`config.mk`:
```
export PLATFORM = sky130hd
export DESIGN_NAME = instr_encode_rv
export DESIGN_NICKNAME = d
export VERILOG_FILES = /design/src/rtl/instr_encode_rv.sv
export SDC_FILE = /design/constraint.sdc
export NUM_CORES = 1
export LEC_CHECK = 0
export BUFFER_PORTS_ARGS = -buffer_cell sky130_fd_sc_hd__buf_4
export CORE_ASPECT_RATIO = 2
export CORE_MARGIN = 2
export CORE_UTILIZATION = 60
export DETAILED_ROUTE_END_ITERATION = 8
export GPL_ROUTABILITY_DRIVEN = 0
export PLACE_DENSITY = 0.88
export SYNTH_ARGS = -nofsm -noshare
export SYNTH_HDL_FRONTEND = slang
export SYNTH_SLANG_ARGS = --single-unit
```
`constraint.sdc`:
```
create_clock -name iwClk -period 3 [get_ports iwClk]
set_input_delay 0.3 -clock iwClk [delete_from_list [all_inputs] [get_ports iwClk]]
set_output_delay 0.3 -clock iwClk [all_outputs]
set_load 0.02 [all_outputs]
```
`src/rtl/instr_encode_rv.sv`:
```
// instr_encode_rv -- streaming RV32I instruction encoder.
//
// Takes decoded instruction fields over a valid/ready handshake, packs them
// into 32-bit RV32I words, tags each word with a running instruction-memory
// address and holds the results in a 2-entry output FIFO.
//
// Optional build macro: ICE_RISC_ENC_RANGE_CHECK_EN
//   defined   -> immediates that do not fit their format make a request illegal
//   undefined -> out-of-range immediate bits are silently truncated
//
// Ports:
//   iwClk, iwnRst        clock (rising edge), asynchronous active-low reset
//   iwValid / owInReady  request handshake (owInReady depends on registers only)
//   iwKind               0=LUI 1=AUIPC 2=JAL 3=JALR 4=BRANCH 5=LOAD 6=STORE
//                        7=OP_IMM 8=OP, 9..15 illegal
//   iwFunct3, iwAlt      funct3 and funct7=0100000 select
//   iwRd, iwRs1, iwRs2   register numbers
//   iwImm                immediate (byte offset for B/J, full value for U)
//   iwAddrLoad, iwAddr   load the address counter
//   owValid / iwOutReady FIFO head handshake
//   owInstr, owAddr      encoded word at FIFO head and its address
//   orIllegalPulse       one-cycle pulse after an illegal request is dropped
//   orIllegalCount       saturating count of dropped requests
module instr_encode_rv #(
  parameter int          FIFO_DEPTH = 2,
  parameter logic [31:0] RESET_ADDR = 32'h0
) (
  input  logic        iwClk,
  input  logic        iwnRst,
  input  logic        iwValid,
  output logic        owInReady,
  input  logic [3:0]  iwKind,
  input  logic [2:0]  iwFunct3,
  input  logic        iwAlt,
  input  logic [4:0]  iwRd,
  input  logic [4:0]  iwRs1,
  input  logic [4:0]  iwRs2,
  input  logic [31:0] iwImm,
  input  logic        iwAddrLoad,
  input  logic [31:0] iwAddr,
  output logic        owValid,
  input  logic        iwOutReady,
  output logic [31:0] owInstr,
  output logic [31:0] owAddr,
  output logic        orIllegalPulse,
  output logic [7:0]  orIllegalCount
);

  localparam logic [3:0] K_LUI    = 4'd0;
  localparam logic [3:0] K_AUIPC  = 4'd1;
  localparam logic [3:0] K_JAL    = 4'd2;
  localparam logic [3:0] K_JALR   = 4'd3;
  localparam logic [3:0] K_BRANCH = 4'd4;
  localparam logic [3:0] K_LOAD   = 4'd5;
  localparam logic [3:0] K_STORE  = 4'd6;
  localparam logic [3:0] K_OP_IMM = 4'd7;
  localparam logic [3:0] K_OP     = 4'd8;

  localparam logic [1:0] FULL_CNT = 2'(FIFO_DEPTH);

  typedef enum logic [2:0] {FMT_U, FMT_J, FMT_I, FMT_SH, FMT_S, FMT_B, FMT_R} fmt_e;

  fmt_e        fmt;
  logic [6:0]  opcode;
  logic [6:0]  funct7;
  logic        is_shift;
  logic        kind_ok;
  logic        alt_ok;
  logic        range_ok;
  logic        legal;
  logic [31:0] enc_word;

  // ---------------- field decode / packing ----------------
  always_comb begin
    fmt      = FMT_R;
    opcode   = 7'b0000000;
    kind_ok  = 1'b1;
    funct7   = iwAlt ? 7'b0100000 : 7'b0000000;
    is_shift = (iwFunct3 == 3'b001) || (iwFunct3 == 3'b101);
    case (iwKind)
      K_LUI:    begin fmt = FMT_U; opcode = 7'b0110111; end
      K_AUIPC:  begin fmt = FMT_U; opcode = 7'b0010111; end
      K_JAL:    begin fmt = FMT_J; opcode = 7'b1101111; end
      K_JALR:   begin fmt = FMT_I; opcode = 7'b1100111; kind_ok = (iwFunct3 == 3'b000); end
      K_BRANCH: begin
        fmt = FMT_B; opcode = 7'b1100011;
        kind_ok = (iwFunct3 != 3'b010) && (iwFunct3 != 3'b011);
      end
      K_LOAD:   begin
        fmt = FMT_I; opcode = 7'b0000011;
        kind_ok = (iwFunct3 != 3'b011) && (iwFunct3[2:1] != 2'b11);
      end
      K_STORE:  begin fmt = FMT_S; opcode = 7'b0100011; kind_ok = (iwFunct3 < 3'b011); end
      K_OP_IMM: begin fmt = is_shift ? FMT_SH : FMT_I; opcode = 7'b0010011; end
      K_OP:     begin fmt = FMT_R; opcode = 7'b0110011; end
      default:  kind_ok = 1'b0;
    endcase

    // The alternate funct7 only exists for SUB/SRA and SRAI.
    alt_ok = !iwAlt
           || ((iwKind == K_OP) && ((iwFunct3 == 3'b000) || (iwFunct3 == 3'b101)))
           || ((iwKind == K_OP_IMM) && (iwFunct3 == 3'b101));

    case (fmt)
      FMT_U:   enc_word = {iwImm[31:12], iwRd, opcode};
      FMT_J:   enc_word = {iwImm[20], iwImm[10:1], iwImm[11], iwImm[19:12], iwRd, opcode};
      FMT_I:   enc_word = {iwImm[11:0], iwRs1, iwFunct3, iwRd, opcode};
      FMT_SH:  enc_word = {funct7, iwImm[4:0], iwRs1, iwFunct3, iwRd, opcode};
      FMT_S:   enc_word = {iwImm[11:5], iwRs2, iwRs1, iwFunct3, iwImm[4:0], opcode};
      FMT_B:   enc_word = {iwImm[12], iwImm[10:5], iwRs2, iwRs1, iwFunct3,
                           iwImm[4:1], iwImm[11], opcode};
      default: enc_word = {funct7, iwRs2, iwRs1, iwFunct3, iwRd, opcode};
    endcase
  end

`ifdef ICE_RISC_ENC_RANGE_CHECK_EN
  // A signed value fits in N bits when every bit above N-1 equals the sign bit.
  logic fits_12;
  logic fits_13;
  logic fits_21;
  assign fits_12 = (&iwImm[31:11]) | ~(|iwImm[31:11]);
  assign fits_13 = (&iwImm[31:12]) | ~(|iwImm[31:12]);
  assign fits_21 = (&iwImm[31:20]) | ~(|iwImm[31:20]);

  always_comb begin
    range_ok = 1'b1;
    case (fmt)
      FMT_U:        range_ok = (iwImm[11:0] == 12'h000);
      FMT_J:        range_ok = !iwImm[0] && fits_21;
      FMT_B:        range_ok = !iwImm[0] && fits_13;
      FMT_I, FMT_S: range_ok = fits_12;
      FMT_SH:       range_ok = (iwImm[31:5] == 27'h0);
      default:      range_ok = 1'b1;
    endcase
  end
`else
  assign range_ok = 1'b1;
`endif

  assign legal = kind_ok && alt_ok && range_ok;

  // ---------------- handshake, address counter, FIFO ----------------
  logic [31:0] instr_q [FIFO_DEPTH];
  logic [31:0] waddr_q [FIFO_DEPTH];
  logic        wr_ptr_q, rd_ptr_q;
  logic [1:0]  count_q, count_d;
  logic [31:0] addr_q, addr_d;
  logic [31:0] word_addr;
  logic        pulse_q;
  logic [7:0]  ill_cnt_q;
  logic        accept, push, pop, drop;

  assign owInReady = (count_q < FULL_CNT);
  assign owValid   = (count_q != 2'd0);
  assign owInstr   = instr_q[rd_ptr_q];
  assign owAddr    = waddr_q[rd_ptr_q];

  assign accept = iwValid && owInReady;
  assign push   = accept && legal;
  assign drop   = accept && !legal;
  assign pop    = owValid && iwOutReady;

  // A load in the same cycle as a legal accept tags that word with iwAddr.
  assign word_addr = iwAddrLoad ? iwAddr : addr_q;
  assign addr_d    = push ? word_addr + 32'd4 : word_addr;

  always_comb begin
    count_d = count_q;
    case ({push, pop})
      2'b10:   count_d = count_q + 2'd1;
      2'b01:   count_d = count_q - 2'd1;
      default: count_d = count_q;
    endcase
  end

  always_ff @(posedge iwClk or negedge iwnRst) begin
    if (!iwnRst) begin
      for (int i = 0; i < FIFO_DEPTH; i++) begin
        instr_q[i] <= '0;
        waddr_q[i] <= '0;
      end
      wr_ptr_q  <= 1'b0;
      rd_ptr_q  <= 1'b0;
      count_q   <= 2'd0;
      addr_q    <= RESET_ADDR;
      pulse_q   <= 1'b0;
      ill_cnt_q <= 8'd0;
    end else begin
      if (push) begin
        instr_q[wr_ptr_q] <= enc_word;
        waddr_q[wr_ptr_q] <= word_addr;
        wr_ptr_q          <= ~wr_ptr_q;
      end
      if (pop) begin
        rd_ptr_q <= ~rd_ptr_q;
      end
      count_q <= count_d;
      addr_q  <= addr_d;
      pulse_q <= drop;
      if (drop && (ill_cnt_q != 8'hFF)) begin
        ill_cnt_q <= ill_cnt_q + 8'd1;
      end
    end
  end

  assign orIllegalPulse = pulse_q;
  assign orIllegalCount = ill_cnt_q;

endmodule
```
Word-level counts from Yosys, hierarchy flattened
Index checks and enable logic that the tools add are counted.
{ "op_classes": {"muxes": 19, "eq_ne": 21, "n_addsub": 4, "n_lt_le_gt_ge": 5, "n_bitwise": 4, "reduce_logical": 25} }
{ "ops": {"columns": ["operator", "n"], "rows": [
  ["$mux 32", 9],
  ["$pmux 32 s6", 1],
  ["$bwmux 64", 2],
  ["$pmux 7 s9", 1],
  ["$add 32x3->32 const B", 1],
  ["$demux 32 s1", 1],
  ["$pmux 3 s6", 1],
  ["$eq 4x3->1 const B", 4],
  ["$logic_and 1x1->1", 11],
  ["$eq 3x3->1 const B", 3],
  ["$add 8x1->8 const B", 1],
  ["$eq 4x2->1 const B", 2],
  ["$ne 8x8->1 const B", 1],
  ["$eq 3x1->1 const B", 2],
  ["$eq 3x2->1 const B", 2],
  ["$logic_not 3->1", 2],
  ["$mux 6", 1],
  ["$ne 3x2->1 const B", 2],
  ["$pmux 1 s5", 1],
  ["$reduce_or 5->1", 1],
  ["$eq 4x1->1 const B", 1],
  ["$eq 4x4->1 const B", 1],
  ["$ge 2x2->1 const B", 2],
  ["$logic_not 4->1", 1],
  ["16 further kinds", 24]
]} }
{ "word_totals": {"output_inout_bits": 75, "regBits": 173, "input_bits": 92, "elab_cells": 88} }

Logic depth before layout (Yosys ltp)
Gate-level depths: netlist of the first run.
{ "logic_depth": {"word_depth": 9, "depth_mapped": 14, "mapped_depth_nobuf": 9} }

Worst setup path after synthesis of the first run
Ideal clock, no wire load.
{ "synth_path": {"kind": "input-to-reg", "startpoint": "input port iwAddrLoad", "endpoint": "register addr_q[22]", "arrival_time_ps": 2782, "setup_slack_ps": 139, "n_path_buf": 5, "path_stages": 14, "setup_time_ps": 79, "required_time_ps": 2921, "path_cell_list": "buf_4 > buf_2 > buf_2 > buf_2 > buf_2 > mux2i_1 > inv_1 > ha_1 > a21boi_0 > nand4_1 > nor4_2 > nand2_1 > xor2_1 > mux2i_1"} }
{ "synth_via": {"elab_chain_len": 3} }
{ "synth_lines": {"columns": ["item", "line", "source"], "rows": [
  ["start, declared", "39", "input logic iwAddrLoad,"],
  ["$mux 32", "164", "assign word_addr = iwAddrLoad ? iwAddr : addr_q;"],
  ["net word_addr[3]", "148", "logic [31:0] word_addr;"],
  ["$add 32x3->32", "165", "assign addr_d = push ? word_addr + 32'd4 : word_addr;"],
  ["$mux 32", "165", null],
  ["net addr_d[22]", "147", "logic [31:0] addr_q, addr_d;"],
  ["end signal, assigned", "198", "addr_q <= addr_d;"],
  ["end, declared", "147", null]
]} }
The timed path passes the listed nets, and every way through them passes these cells.
A chain may end at the register's enable or synchronous reset.

Worst setup path after layout of the first run
{ "layout_path": {"startpoint": "register addr_q[2]", "endpoint": "register addr_q[22]"} }
{ "layout_via": {"elab_chain_len": 3} }
{ "layout_lines": {"columns": ["item", "line"], "rows": [
  ["$mux 32", "164"],
  ["net word_addr[2]", "148"],
  ["$add 32x3->32", "165"],
  ["$mux 32", "165"],
  ["net addr_d[22]", "147"]
]} }
The timed path passes the listed nets, and every way through them passes these cells.

==> results of run 1 <==
## per-stage QoR
stage / instances / util
after floorplan: 769 / -
after global placement: 1071 / 0.721
after detailed placement: 1071 / 0.721
after CTS: 1104 / 0.770
after global routing: 1104 / 0.770
final: 1104 / 0.770
## cell usage after synthesis, types with 2 or more instances
cell | instances | area (um^2)
o21ai_1 | 38 | 190
mux2i_1 | 40 | 400
mux2_2 | 80 | 901
mux2_1 | 4 | 45.0
nor2b_1 | 4 | 25.0
nor4_1 | 3 | 18.8
o22ai_1 | 2 | 12.5
a2111oi_0 | 2 | 17.5
nand2_1 | 136 | 510
buf_4 | 2 | 15.0
nor3b_1 | 3 | 22.5
a21oi_1 | 13 | 65.1
o31ai_1 | 2 | 15.0
nand4b_1 | 2 | 17.5
nand3b_1 | 4 | 30.0
nor2_1 | 27 | 101
xnor2_1 | 23 | 201
inv_1 | 6 | 22.5
buf_6 | 2 | 22.5
nand3_1 | 10 | 50.1
buf_2 | 17 | 85.1
a222oi_1 | 4 | 40.0
and2_1 | 4 | 25.0
dfrtp_1 | 171 | 4280
clkbuf_1 | 22 | 82.6
mux2_4 | 6 | 90.1
ha_1 | 3 | 37.5
o21ai_0 | 71 | 355
a31oi_1 | 2 | 12.5
and3_1 | 5 | 31.3
nor3_1 | 5 | 25.0
nand2b_1 | 6 | 37.5
xor2_1 | 16 | 140
nand4_1 | 7 | 43.8
a22oi_1 | 7 | 52.6
## cell type report
| cell class | instances | area, um^2 |
|---|---|---|
| clock inverter | 13 | 203 |
| multi-input combinational | 548 | 3720 |
| timing repair buffer | 192 | 1490 |
| inverter | 6 | 22.5 |
| sequential | 171 | 4280 |
| clock buffer | 19 | 443 |
| fill | 888 | 3090 |
| tap | 155 | 194 |
## worst reg2reg max path, cell delays in order (launching register included)
cell      delay (ps)
dfrtp_1          370
inv_1             50
o21ai_0          460
ha_1             310
a21boi_0         210
nand4_1          160
nor4_2           200
buf_4            190
nand2_1           70
xor2_1           140
mux2i_1           90
## per-layer routing
| metal | share of wire | GRT usage |
|---|---|---|
| met1 | 0.35 | 0.328 |
| met2 | 0.56 | 0.539 |
| met3 | 0.045 | 0.0452 |
| met4 | 0.046 | 0.155 |
| met5 | 0 | 0 |
## registers in the layout, indices dropped and copies added (netlist names)
name and flops:
waddr_q 64, instr_q 62, orIllegalCount 8, rd_ptr_q 1
orIllegalPulse 1, count_q 2, wr_ptr_q 1, addr_q 32
## power by group through the flow
| stage | Combinational [uW] | Sequential (uW) | Clock, uW |
|---|---|---|---|
| final | 4030 | 3700 | 2390 |
| after global routing | 4340 | 3800 | 2520 |
| after detailed placement | 4040 | 3720 | 0 |
| after floorplan | 2520 | 3560 | 0 |
| after CTS | 4080 | 3700 | 2420 |
| after global placement | 3950 | 3650 | 0 |
## worst min path at each step
stage	slack (ps)	to	cells after the start	start
global route	140	addr_q[0]$_DFF_PN0_	2	iwAddr[0]
global placement	330	waddr_q[46]$_DFFE_PN0P_	1	iwnRst
floorplan	4	addr_q[0]$_DFF_PN0_	0	iwnRst
finish	140	addr_q[0]$_DFF_PN0_	2	iwAddr[0]
detailed placement	330	waddr_q[15]$_DFFE_PN0P_	1	iwnRst
CTS	140	addr_q[0]$_DFF_PN0_	2	iwAddr[0]
## kinds of logic (layout without fill, tap and decap cells)
group / Yosys count / after routing
AOI/OAI and AO/OA: 151 / 151
adders and majority gates: 3 / 3
xor gates and xnor gates: 39 / 39
and+or+nand+nor: 225 / 225
buffers and inverters: 50 / 230
DFF: 171 / 171
muxes: 130 / 130
==> impl_results.md, run 1 <==
- Fmax: 0.418 GHz
- Final Hold Fails: 0
- Post-CTS Setup Bufs: 0
- Sw Share: 0.356
- DIE AREA: 14,700 um^2
- Largest family of logic cells by synthesized area: multiplexers
- CTS tree: built
- Final setup vio count: 0
- Commonest non-fill, non-tap cell in the layout: buf_4
- First DRT Iteration DRCs: 439
- Post-Synth Adder-Cell Area: 0.00457
- Int Pwr: 6530 uW
- Die Y-Extent: 169 um
- Cell family with most CP delay: compound AO/OA/AOI/OAI gates
- CTS buffer count: 17
- Xor/xnor share of the synthesized area: 0.0416
- Clk_lat worst skew: 430 ps
- Worst Hold Class: in2reg
- R2R Setup Slk: 610 ps
- Site Rows: 60
- Slew Viols, Final: 0
- Mux share of post-synthesis cell area: 0.175
- Worst path cell trace: inv_1 -> o21ai_0 -> ha_1 -> a21boi_0 -> nand4_1 -> nor4_2 -> buf_4 -> nand2_1 -> xor2_1 -> mux2i_1
- Syn nets: 864
- Final Critical Period: 2390 ps
- Synth Instances: 769
- CP Buf/Inv Count: 2
- Slowest CP cell: o21ai_0
- Sw power: 3600 uW
- Number of vias in the routed layout: 6,479
- Synth unique cells: 55
- Total grt overflow: 0
- Total power: 10,100 uW
- Comb power frac: 0.398
- Sequential power share: 0.365
- Most frequent cells in the layout: buf_4, dfrtp_1, nand2_1, mux2_2, o21ai_0
- # DRC: 0
- R2r endpoint: addr_q[22]$_DFF_PN0_
- Number of cells on the critical path: 10
- Remaining antenna violation count: 0
- Fin nets: 1,031
- VDD IR max: 0.795 mV
- Register area share after synthesis: 0.521
- Root buffer cell: clkbuf_16
- Initial antenna violation count: 0
- Largest net degree at the start of global routing: 80
- Critical path startpoint category: flop
- Hold-fix buffers, CTS: 1
- Clock group share of total power: 0.236
- Final hold slack: 144 ps
- Post-cts sizing count: 0
- Max_slew headroom: 0.431
- Crit path DAT: 2680 ps
- Max H-tree Level: 4
- Worst Max-Slew Pin Slew: 847 ps
- TritonCTS sink count: 171
- R2R depth: 10
- Pre-CTS setup slack: 295 ps
- Final period util: 0.797
- MaxCap Viol Count: 0
- DP HPWL: 15.0 mm
- Status: finished clean
- Die Wd: 86.7 um
- # diodes: 0
- Critical Path End: addr_q[22]$_DFF_PN0_
- Leak: 0.00491 uW
- Crit. Startpoint: addr_q[2]$_DFF_PN0_
- Share of cells above drive strength 1: 0.335
- PwrDens: 979 nW/um^2
- Number of synthesized flops with an enable pin: 0
- Setup CP Type: reg2reg
- Flops & latches, synth: 171
- Worst Path Max Fanout: 6
- Core area: 13,400 um^2
- DP Area: 9690 um^2
- Vias/cell: 5.87
- Finished Cell Area: 10,300 um^2
- CP Capture Type: flop
- Post-Route WL: 20.9 mm
- Synthesized area per cell: 10.7 um^2
- Complex-gate fraction of the synthesized area: 0.105
- IO Count: 167
- Asr flop ratio synth: 1.00
- Final setup TNS: 0 ps
- Simple logic cell fraction of the synthesized area: 0.125
- Netlist Area Pre-Place: 8220 um^2
- Area grow syn2layout: 26.0%
- Wire length per cell: 19.0 um
- Vias in the first global route: 6,754
- Fin Clk Skew: 9.09 ps
- Setup WS post-layout: 608 ps
- RSZ-0062 raised after global routing: false
- Initial core utilization: 0.611
- Warning count from the yosys run: 0
- Clock buffer depth: 2
- First-pass GRT wire length: 33.6 mm
- Total GRT Usage: 0.298
- First drt pass iteration count: 5
- CP Data Required Time: 3290 ps
- Worst r2r src: addr_q[2]$_DFF_PN0_
- IO Port Bufs: 166
- Max incr delay on CP: 460 ps
- Synth Flop Type: dfrtp_1
- CTS clk-pin slew, worst paths: 70 ps
No activity file was read; power rests on OpenSTA's default activity.
==> run 2, diff against run 1 <==
Settings changed: CORE_UTILIZATION 60 to 55, PLACE_DENSITY 0.88 to 0.82.
Clock period 3 ns to 2.3 ns, I/O delays scaled along.
==> impl_results.md, run 2 (same netlist as run 1, synthesis figures left out) <==
- Status: finished clean
- Slew Viols, Final: 0
- Fin nets: 1,088
- Post-Route WL: 21.0 mm
- Cell family with most CP delay: simple AND/OR/NAND/NOR gates
- Final Hold Fails: 0
- Leak: 0.00524 uW
- IO Count: 167
- Worst Path Max Fanout: 3
- Critical path startpoint category: flop
- Worst Max-Slew Pin Slew: 578 ps
- Fmax: 0.463 GHz
- Most flops, register: waddr_q
- Largest register FFs: 64
- Top Registers: waddr_q (64), instr_q (62), addr_q (32)
- Most frequent cells in the layout: buf_4, dfrtp_1, nand2_1, mux2_2, o21ai_0
- CTS tree: built
- Crit path DAT: 2510 ps
- Slowest CP cell: a2111oi_1
- First-pass GRT wire length: 34.4 mm
- DP Area: 10,300 um^2
- Setup WS post-layout: 142 ps
- VDD IR max: 0.637 mV
- Die Wd: 90.4 um
- Initial core utilization: 0.557
- First drt pass iteration count: 6
- Final period util: 0.938
- PwrDens: 1210 nW/um^2
- Largest net degree at the start of global routing: 56
- Total grt overflow: 0
- Worst Hold Class: in2reg
- Clock buffer depth: 2
- Post-CTS Setup Bufs: 0
- Site Rows: 63
- RSZ-0062 raised after global routing: false
- DP HPWL: 15.3 mm
- MaxCap Viol Count: 0
- Final hold slack: 87.0 ps
- Commonest non-fill, non-tap cell in the layout: buf_4
- Remaining antenna violation count: 0
- Worst path cell trace: nand3b_1 -> a2111oi_1 -> buf_4 -> nand2b_1 -> or3_1 -> nor4_1 -> xnor2_1
- Initial antenna violation count: 0
- First DRT Iteration DRCs: 333
- Max incr delay on CP: 470 ps
- Die Y-Extent: 177 um
- CP Capture Type: flop
- # diodes: 0
- DIE AREA: 16,000 um^2
- Setup CP Type: reg2reg
- Max_slew headroom: 0.610
- Final Util: 0.744
- Share of cells above drive strength 1: 0.377
- Vias in the first global route: 7,054
- Final setup vio count: 0
- Total GRT Usage: 0.273
- Clk_lat worst skew: 430 ps
- CP Buf/Inv Count: 1
- # DRC: 0
- Pre-CTS setup slack: -185 ps
- Root buffer cell: clkbuf_16
- TritonCTS sink count: 171
- IO Port Bufs: 166
- Fin Clk Skew: 5.97 ps
- CTS clk-pin slew, worst paths: 60 ps
- CTS buffer count: 17
- Core area: 14,700 um^2
- Final Critical Period: 2160 ps
- Total power: 13,300 uW
- Vias/cell: 5.51
- Finished Cell Area: 11,000 um^2
- Area grow syn2layout: 33.5%
- Number of vias in the routed layout: 6,617
- CP Data Required Time: 2650 ps
- Max H-tree Level: 4
- Wire length per cell: 17.5 um
[run 2: power by group]
| part | switching, uW | internal (uW) | total, uW |
|---|---|---|---|
| registers | 629 | 4140 | 4770 |
| logic | 2820 | 2600 | 5420 |
| clock network | 1210 | 1920 | 3130 |
| total | 4660 | 8660 | 13300 |
[run 2: final cells by class]
class,instances,area (um^2)
clock buffers,20,467
clock inverters,12,185
fillers,1037,3770
inverters,6,22.5
multi-input cells,548,3740
flip-flops and latches,171,4280
well taps,195,244
repair buffers,249,2030
[run 2: what timing repair did]
item | in CTS | in global routing
gates resized for setup | 0 | 1
setup endpoints to repair | 0 | 1
hold buffers | 1 | 0
hold endpoints to repair | 41 | 0
[run 2: per-stage QoR]
stage / setup TNS [ps] / instances
after detailed placement: -14530 / 1168
after global routing: 0 / 1201
final: 0 / 1201
after global placement: -5800 / 1168
after floorplan: -16.8 / 769
after CTS: 0 / 1201
[run 2: path summary, 6_finish.rpt]
path / start / endpoint / cells past startpoint / slack (ps)
worst max-delay path: addr_q[22]$_DFF_PN0_ / addr_q[31]$_DFF_PN0_ / 7 / 140
worst min-delay path: iwAddr[1] / addr_q[1]$_DFF_PN0_ / 2 / 90
worst max register to register: addr_q[22]$_DFF_PN0_ / addr_q[31]$_DFF_PN0_ / 7 / 140
worst min register to register: instr_q[1]$_DFFE_PN0P_ / instr_q[1]$_DFFE_PN0P_ / 1 / 470
max in group asynchronous: iwnRst / rd_ptr_q$_DFFE_PN0P_ / 3 / 1330
min in group asynchronous: iwnRst / waddr_q[50]$_DFFE_PN0P_ / 2 / 300
[run 2: layer usage]
metal / up-vias / part of all wire / GRT usage
met5: - / 0 / 0
met4: 0 / 0.026 / 0.108
met3: 32 / 0.036 / 0.0362
met2: 197 / 0.57 / 0.529
met1: 3251 / 0.37 / 0.297
li1: 3137 / - / -
==> run 3, diff against run 2 <==
--- a/config.mk
+++ b/config.mk
@@ -12,3 +12,2 @@
 export DETAILED_ROUTE_END_ITERATION = 8
-export GPL_ROUTABILITY_DRIVEN = 0
 export PLACE_DENSITY = 0.82
==> constraint.sdc (replaced) <==
create_clock -name iwClk -period 2.3 [get_ports iwClk]
set_input_delay 0.115 -clock iwClk [delete_from_list [all_inputs] [get_ports iwClk]]
set_output_delay 0.115 -clock iwClk [all_outputs]
set_load 0.02 [all_outputs]
==> impl_results.md, run 3 (same netlist as run 1, synthesis figures left out) <==
- MaxCap Viol Count: 0
- Max incr delay on CP: 420 ps
- Die Wd: 90.4 um
- Fin nets: 1,107
- Largest register FFs: 64
- Slew Viols, Final: 0
- Met3 usage: 0.0396
- Most flops, register: waddr_q
- Fmax: 0.460 GHz
- Met2 global-route usage: 0.516
- Max_slew headroom: 0.418
- Clk_lat worst skew: 430 ps
- Top Registers: waddr_q (64), instr_q (62), addr_q (32)
- Wire length per cell: 17.4 um
- Largest net degree at the start of global routing: 67
- Pre-CTS setup slack: -129 ps
- Total grt overflow: 0
- Total GRT Usage: 0.276
- Worst r2r src: addr_q[16]$_DFF_PN0_
- Site Rows: 63
- PwrDens: 1180 nW/um^2
- Final hold slack: 16.3 ps
- Critical Path End: addr_q[22]$_DFF_PN0_
- Commonest non-fill, non-tap cell in the layout: buf_4
- Remaining antenna violation count: 0
- Final Hold Fails: 0
- DP Area: 10,300 um^2
- Final Util: 0.753
- CP Data Required Time: 2610 ps
- Fin Clk Skew: 10.6 ps
- Root buffer cell: clkbuf_16
- Max H-tree Level: 4
- Initial core utilization: 0.557
- # DRC: 0
- Number of cells on the critical path: 9
- DIE AREA: 16,000 um^2
- R2R Setup Slk: 130 ps
- Status: finished clean
- Slowest CP cell: a2111oi_2
- Final period util: 0.945
- Crit. Startpoint: addr_q[16]$_DFF_PN0_
- Die Y-Extent: 177 um
- Number of vias in the routed layout: 6,708
- Worst path cell trace: nand4b_1 -> a2111oi_2 -> buf_4 -> nand4_1 -> nor4_4 -> buf_4 -> nand2_1 -> xor2_1 -> mux2i_1
- VDD IR max: 0.588 mV
- Setup CP Type: reg2reg
- Worst Path Max Fanout: 6
- R2R depth: 9
- DP HPWL: 15.3 mm
- Worst Hold Class: in2reg
- Most frequent cells in the layout: buf_4, dfrtp_1, nand2_1, mux2_2, o21ai_0
- Worst Max-Slew Pin Slew: 866 ps
- First-pass GRT wire length: 34.8 mm
- First DRT Iteration DRCs: 358
- Post-CTS Setup Bufs: 0
- Area grow syn2layout: 35.1%
- Core area: 14,700 um^2
- CTS tree: built
- GR peak layer: met2
- CP Capture Type: flop
- Vias in the first global route: 7,035
- Vias/cell: 5.50
- CP Buf/Inv Count: 2
- Grt met1 use: 0.309
- Cell family with most CP delay: simple AND/OR/NAND/NOR gates
- Finished Cell Area: 11,100 um^2
- Clock buffer depth: 2
- Leak: 0.00527 uW
- CTS buffer count: 17
- # diodes: 0
- Cell repeated most along the worst path: buf_4
- Final Critical Period: 2170 ps
- Initial antenna violation count: 0
- R2r endpoint: addr_q[22]$_DFF_PN0_
- First drt pass iteration count: 5
- IO Port Bufs: 166
- Critical path startpoint category: flop
- Share of cells above drive strength 1: 0.363
- Total power: 13,100 uW
- GPL Wtd Cong: 0.850
- CTS clk-pin slew, worst paths: 70 ps
- Final setup vio count: 0
- Setup WS post-layout: 127 ps
- Post-Route WL: 21.2 mm
- TritonCTS sink count: 171
- Crit path DAT: 2480 ps
- IO Count: 167
## run 3: per-stage QoR
stage                     std cells  setup TNS [ps]
final                          1219               0
after global routing           1219           -4.42
after detailed placement       1163           -8310
after floorplan                 769               0
after CTS                      1219               0
after global placement         1163           -2110
## run 3: power by group
| part | switching, uW | internal [uW] |
|---|---|---|
| clock network | 1230 | 1620 |
| logic | 2800 | 2650 |
| registers | 680 | 4140 |
| total | 4710 | 8410 |
## run 3: repair_timing
action / CTS / global route
hold buffers: 25 / 0
hold endpoints to repair: 81 / 0
resized for setup: 0 / 2
endpoints found under the setup margin: 0 / 5
## run 3: tightest hold or removal path: cells and delay by family
| family | cells | cell delay, ps |
|---|---|---|
| buffers and inverters | 1 | 80 |
| AOI/OAI and AO/OA | 2 | 210 |
## run 3: worst min path at each step
stage	slack, ps	endpoint	start	cells past startpoint
after detailed placement	160	waddr_q[18]$_DFFE_PN0P_	iwnRst	1
after global routing	20	instr_q[57]$_DFFE_PN0P_	iwImm[5]	3
final	20	instr_q[57]$_DFFE_PN0P_	iwImm[5]	3
after floorplan	-180	addr_q[0]$_DFF_PN0_	iwnRst	0
after global placement	160	waddr_q[50]$_DFFE_PN0P_	iwnRst	1
after CTS	0.7	instr_q[49]$_DFFE_PN0P_	iwImm[17]	3
## run 3: layout make-up
| type | count | area, um^2 |
|---|---|---|
| Clock inverter | 14 | 160 |
| Multi-Input combinational cell | 548 | 3740 |
| Timing Repair Buffer | 268 | 2230 |
| Tap cell | 195 | 244 |
| Fill cell | 988 | 3640 |
| Sequential cell | 171 | 4280 |
| Clock buffer | 17 | 425 |
| Inverter | 6 | 22.5 |
## run 3: layer usage
metal / vias up / routed length, um
met5: - / 0
met4: 0 / 666
met3: 48 / 776
met2: 202 / 11800
met1: 3277 / 7980
li1: 3181 / -
